`src/rtl/jtkicker_objscan_if.sv`:
```
// Draw/busy handshake between the object-table scanner and the line object drawer.
// The scanner presents the attributes of the object it is requesting.
interface jtkicker_objscan_if;
    logic       draw;
    logic       busy;
    logic [7:0] xpos;
    logic [3:0] ysub;
    logic [4:0] pal;
    logic       hflip;
    logic       vflip;
    logic [7:0] code;

    modport master (output draw, xpos, ysub, pal, hflip, vflip, code, input busy);
    modport slave  (input draw, xpos, ysub, pal, hflip, vflip, code, output busy);
endinterface

```
`src/rtl/jtkicker_objscan.sv`:
```
// Walks the object RAM once per line, highest entry first, and hands every
// vertically visible object to the line drawer over the draw/busy handshake.
module jtkicker_objscan #(
    parameter int         OBJMAX    = 24,
    parameter logic [7:0] YOFFSET   = 8'd0,
    parameter logic [7:0] XFLIP_REF = 8'd240
) (
    input  logic        clk,
    input  logic        rst,
    input  logic        cen2,
    input  logic        hinit_x,
    input  logic [7:0]  vrender,
    input  logic        flip,
    output logic [6:0]  ram_addr,
    input  logic [7:0]  ram_dout,
    output logic        done,
    jtkicker_objscan_if.master obj
);
    localparam logic [4:0] LAST = 5'(OBJMAX - 1);

    typedef enum logic [2:0] {IDLE, READ, CHECK, REQ, NEXT} state_t;

    state_t     state;
    logic [4:0] entry;
    logic [2:0] rd_cnt;
    logic [7:0] y_r, code_r, attr_r, x_r;
    logic [7:0] dy;
    logic       attr_unused;

    // NOTE: combinational logic assigns every output on every path, so no latch is inferred.
    always_comb begin
        dy = vrender + YOFFSET - y_r;
    end

    assign attr_unused = attr_r[5];

    // NOTE: all state uses non-blocking assignments so every register samples pre-edge values.
    always_ff @(posedge clk or posedge rst) begin
        if (rst) begin
            state     <= IDLE;
            entry     <= '0;
            rd_cnt    <= '0;
            ram_addr  <= '0;
            y_r       <= '0;
            code_r    <= '0;
            attr_r    <= '0;
            x_r       <= '0;
            done      <= 1'b0;
            obj.draw  <= 1'b0;
            obj.xpos  <= '0;
            obj.ysub  <= '0;
            obj.pal   <= '0;
            obj.hflip <= 1'b0;
            obj.vflip <= 1'b0;
            obj.code  <= '0;
        end else if (cen2) begin
            // A line start overrides whatever is in flight; an accepted object keeps drawing.
            if (hinit_x) begin
                obj.draw <= 1'b0;
                done     <= 1'b0;
                entry    <= LAST;
                ram_addr <= {LAST, 2'b00};
                rd_cnt   <= '0;
                state    <= READ;
            end else begin
                case (state)
                    IDLE: ;
                    READ: begin
                        // Address runs one cen2 ahead of the captured byte.
                        if (rd_cnt < 3'd3) ram_addr[1:0] <= rd_cnt[1:0] + 2'd1;
                        case (rd_cnt)
                            3'd1:    y_r    <= ram_dout;
                            3'd2:    code_r <= ram_dout;
                            3'd3:    attr_r <= ram_dout;
                            3'd4:    x_r    <= ram_dout;
                            default: ;
                        endcase
                        rd_cnt <= rd_cnt + 3'd1;
                        if (rd_cnt == 3'd4) state <= CHECK;
                    end
                    CHECK: begin
                        if (dy[7:4] == 4'd0) begin
                            obj.xpos  <= flip ? XFLIP_REF - x_r : x_r;
                            obj.ysub  <= dy[3:0];
                            obj.pal   <= attr_r[4:0];
                            obj.hflip <= attr_r[6] ^ flip;
                            obj.vflip <= attr_r[7] ^ flip;
                            obj.code  <= code_r;
                            state     <= REQ;
                        end else begin
                            state <= NEXT;
                        end
                    end
                    REQ: begin
                        if (!obj.draw) begin
                            if (!obj.busy) obj.draw <= 1'b1;
                        end else if (obj.busy) begin
                            obj.draw <= 1'b0;
                            state    <= NEXT;
                        end
                    end
                    NEXT: begin
                        if (entry == 5'd0) begin
                            done  <= 1'b1;
                            state <= IDLE;
                        end else begin
                            entry    <= entry - 5'd1;
                            ram_addr <= {entry - 5'd1, 2'b00};
                            rd_cnt   <= '0;
                            state    <= READ;
                        end
                    end
                    default: state <= IDLE;
                endcase
            end
        end
    end
endmodule

```
`src/flat_wrapper.sv`:
```
// flat-port wrapper written by rule: the top's interface ports become plain ports
module jtkicker_objscan_flat 
#(
    parameter int         OBJMAX    = 24,
    parameter logic [7:0] YOFFSET   = 8'd0,
    parameter logic [7:0] XFLIP_REF = 8'd240
)
  (clk, rst, cen2, hinit_x, vrender, flip, ram_addr, ram_dout, done, obj_draw, obj_xpos, obj_ysub, obj_pal, obj_hflip, obj_vflip, obj_code, obj_busy);
  jtkicker_objscan_if obj_i ();
  input  logic clk;
  input  logic rst;
  input  logic cen2;
  input  logic hinit_x;
  input  logic [7:0] vrender;
  input  logic flip;
  output logic [6:0] ram_addr;
  input  logic [7:0] ram_dout;
  output logic done;
  output wire logic [$bits(obj_i.draw)-1:0] obj_draw;
  output wire logic [$bits(obj_i.xpos)-1:0] obj_xpos;
  output wire logic [$bits(obj_i.ysub)-1:0] obj_ysub;
  output wire logic [$bits(obj_i.pal)-1:0] obj_pal;
  output wire logic [$bits(obj_i.hflip)-1:0] obj_hflip;
  output wire logic [$bits(obj_i.vflip)-1:0] obj_vflip;
  output wire logic [$bits(obj_i.code)-1:0] obj_code;
  input wire logic [$bits(obj_i.busy)-1:0] obj_busy;
  assign obj_draw = obj_i.draw;
  assign obj_xpos = obj_i.xpos;
  assign obj_ysub = obj_i.ysub;
  assign obj_pal = obj_i.pal;
  assign obj_hflip = obj_i.hflip;
  assign obj_vflip = obj_i.vflip;
  assign obj_code = obj_i.code;
  assign obj_i.busy = obj_busy;
  jtkicker_objscan #(.OBJMAX(OBJMAX), .YOFFSET(YOFFSET), .XFLIP_REF(XFLIP_REF)) u_core (.clk(clk), .rst(rst), .cen2(cen2), .hinit_x(hinit_x), .vrender(vrender), .flip(flip), .ram_addr(ram_addr), .ram_dout(ram_dout), .done(done), .obj(obj_i));
endmodule
```
`config.mk`:
```
export PLATFORM = sky130hd
export DESIGN_NAME = jtkicker_objscan_flat
export DESIGN_NICKNAME = d
export VERILOG_FILES = /design/src/rtl/jtkicker_objscan_if.sv /design/src/rtl/jtkicker_objscan.sv /design/src/flat_wrapper.sv
export SDC_FILE = /design/constraint.sdc
export NUM_CORES = 1
export LEC_CHECK = 0
export CAP_MARGIN = 20
export CORE_MARGIN = 10
export CORE_UTILIZATION = 57
export DETAILED_ROUTE_END_ITERATION = 7
export MAX_ROUTING_LAYER = met4
export PLACE_DENSITY = 0.84
export SYNTH_ARGS = -nofsm -noshare
export SYNTH_HDL_FRONTEND = slang
export SYNTH_SLANG_ARGS = --single-unit
export TNS_END_PERCENT = 20
```
`constraint.sdc`:
```
create_clock -name clk -period 7.8 [get_ports clk]
set_clock_uncertainty 0.2 [all_clocks]
set_input_delay 1.56 -clock clk [delete_from_list [all_inputs] [get_ports clk]]
set_output_delay 1.56 -clock clk [all_outputs]
set_load 0.01 [all_outputs]
```
==> impl_metrics.tcl <==
set metrics [dict create \
    cts_made_buffers 9 \
    setup.worst_path.start "vrender[0]" \
    synth_warnings 0 \
    cts_max_level 3 \
    seq_area_frac_synth_pct 51.6 \
    synthesis.nets 335 \
    powerDensity_nw_per_um2 268 \
    grt_use_met2_pct 25.7 \
    max_slew_margin_pct 32.5 \
    worstPathRequired_ps 7830 \
    num_rows 28 \
    avgRoutedWirePerCell_um 17.4 \
    design.die.area_um2 9770 \
    hold_violations 0 \
    antenna_cells 0 \
    ys_seq_elements 73 \
    fin_crit_sh_pct 64.5 \
    rsz0062_at_grt "no" \
    syn_area_um2 3540 \
    period_minus_slack_ps 5030 \
    port_buffers 57 \
    wl_um 7710 \
    synth_enable_flop_cells 0 \
    cts-root-buf "clkbuf_8" \
    ys_types 43 \
    place_area_um2 4180 \
    tightest_slew_ps 1000 \
    cts_sinks 73 \
    antenna_left 0 \
    dp_hpwl_um 5440 \
    grt_max_degree 74 \
    coreArea_um2 5990 \
    ir_drop_mv 0.144 \
    fin_nets 399 \
    clkTransAtPathRegs_ps 70 \
    antenna_found_initial 0 \
    drive_gt1_share_pct 20.2 \
    ctsHoldBuffers 0 \
    fp.dieW_um 98.8 \
    grt_usage_pct 16.4 \
    grt_pass1_wl_um 12800 \
    synth_top_area_cell "dfrtp_1" \
    gp_congestion 0.842 \
    via_count 2518 \
    grtUsageMet3_pct 3.49 \
    grt-busiest-layer "met2" \
    start_kind "input port" \
    worst_setup_path_end_kind "flip-flop" \
    viasPerCell 5.70 \
    netlist_instances 298 \
    fin_area_um2 4380 \
    fin_setup_tns_ps 0 \
    hp-class "flip-flop to flip-flop" \
    drt-initial-drc-count 148 \
    synthTopCellsByArea "dfrtp_1, mux2_2, ha_1" \
    cp_max_fo 15 \
    synthTopCellsByCount "dfrtp_1, mux2_2, inv_1, nand2_1, o21ai_0" \
    slew_viol_final 0 \
    p_total_w 0.00118 \
    area_delta_synth_final_pct 23.7 \
    ys.flop_type "dfrtp_1" \
    leakage_nw 2.02 \
    fmax_mhz 199 \
    async_flop_share_pct 100 \
    r2r-start "u_core.y_r[0]$_DFFE_PP0P_" \
    synth_top_cell_area_share_pct 51.6 \
    drc 0 \
    endpoint "u_core.obj.pal[0]$_DFFE_PP0P_" \
    hp-start "u_core.ram_addr[0]$_DFFE_PP0P_" \
    reg2regPathDepth 9 \
    status "finished, final reports clean" \
    synth.avg_cell_area_um2 11.9 \
    r2r-end "u_core.obj.pal[0]$_DFFE_PP0P_" \
    cp.arrival_ps 5060 \
    drv_cap 0 \
    hold_ws_ps 284 \
    setup_viol 0 \
    clk_latency_ps 340 \
    yosysMostFrequentCell "dfrtp_1" \
    first_pass_iters 4 \
    cts_setup_buffers 0 \
    path_class "input port to flip-flop" \
    cts.path.max_buffers 2 \
    grtUsageMet1_pct 20.2 \
    start_util_pct 59.1 \
    r2r_slack_ps 4080 \
    grt_overflow 0 \
    cts_tree "yes" \
    grt_pass1_vias 2647 \
    post_cts_resized 0 \
    ios 58 \
    fin_util_pct 73.1 \
    die_h_um 98.8 \
]
[power by group]
part / switching [W] / total (W) / internal (W)
Sequential: 0.0000684 / 0.000535 / 0.000467
Clock: 0.000139 / 0.000294 / 0.000155
Combinational: 0.000171 / 0.000346 / 0.000175
[how the worst min path moves through the flow]
stage	slack, ps	endpoint	cells past startpoint
2_1_floorplan	260	u_core.obj.code[0]$_DFFE_PP0P_	1
3_3_place_gp	260	u_core.obj.code[0]$_DFFE_PP0P_	1
3_5_place_dp	270	u_core.ram_addr[0]$_DFFE_PP0P_	2
4_1_cts	280	u_core.ram_addr[0]$_DFFE_PP0P_	2
5_1_grt	310	u_core.obj.code[3]$_DFFE_PP0P_	1
6_report	280	u_core.ram_addr[0]$_DFFE_PP0P_	2
[per-stage QoR]
stage / instances / setup slack [ps]
2_1_floorplan: 298 / 3570
3_3_place_gp: 426 / 2480
3_5_place_dp: 426 / 2410
4_1_cts: 442 / 2760
5_1_grt: 442 / 2580
6_report: 442 / 2770
[worst max-delay path: stages]
cell,delay [ps]
clkdlybuf4s50_1,450
inv_1,40
ha_1,200
fa_1,400
nand2b_1,160
o2bb2ai_1,150
o31ai_1,250
nand2_1,160
nor4_4,910
buf_4,380
mux2_2,370
[flip-flops by register name (all words and copies together), names as in the netlist, 5 cells and up]
register,cells
u_core.x_r,8
u_core.entry,5
u_core.obj.pal,5
u_core.obj.xpos,8
u_core.obj.code,8
u_core.attr_r,7
u_core.y_r,8
u_core.code_r,8
[layer usage]
metal / wire [µm] / share of wire (%)
met2: 3880 / 50
met4: 106 / 1.4
met5: 0 / 0
met3: 378 / 4.9
met1: 3350 / 43
[layout by cell type (no fill, tap or decap), types with 2 or more instances in the layout]
cell type        instances
a31oi_1                  2
mux2_1                   4
o31ai_1                  3
nor2_1                  13
clkinvlp_4               2
clkdlybuf4s50_1         57
buf_4                    2
nor3b_1                  3
xnor2_1                  9
dfrtp_1                 73
o2bb2ai_1                3
ha_1                    14
a21oi_1                 11
nand3_1                  4
mux2_2                  51
clkinv_2                 2
a211oi_1                 3
nor4_1                   2
nand2_1                 22
inv_1                   21
mux2i_1                  4
o21ai_0                 15
nand2b_1                 6
nor3_1                   5
o41ai_1                  2
xor2_1                   2
clkbuf_8                10
[final cells by class]
cell class              instances  area, µm²
repair buffers                 59        586
multi-input cells             197       1600
flip-flops and latches         73       1830
clock buffers                  11        141
clock inverters                 5       55.1
inverters                      22       82.6
well taps                      75       93.8
fillers                       403       1610
[kinds of logic after synthesis]
kind of cell               after synthesis  synth area share [%]
and+or+nand+nor                         63                  9.11
DFF                                     73                  51.6
adders and majority gates               15                  5.51
muxes                                   59                  18.6
buffers and inverters                   28                  3.39
AOI/OAI and AO/OA                       49                  9.08
xor gates and xnor gates                11                  2.72
(Power assumes the default switching activity.)
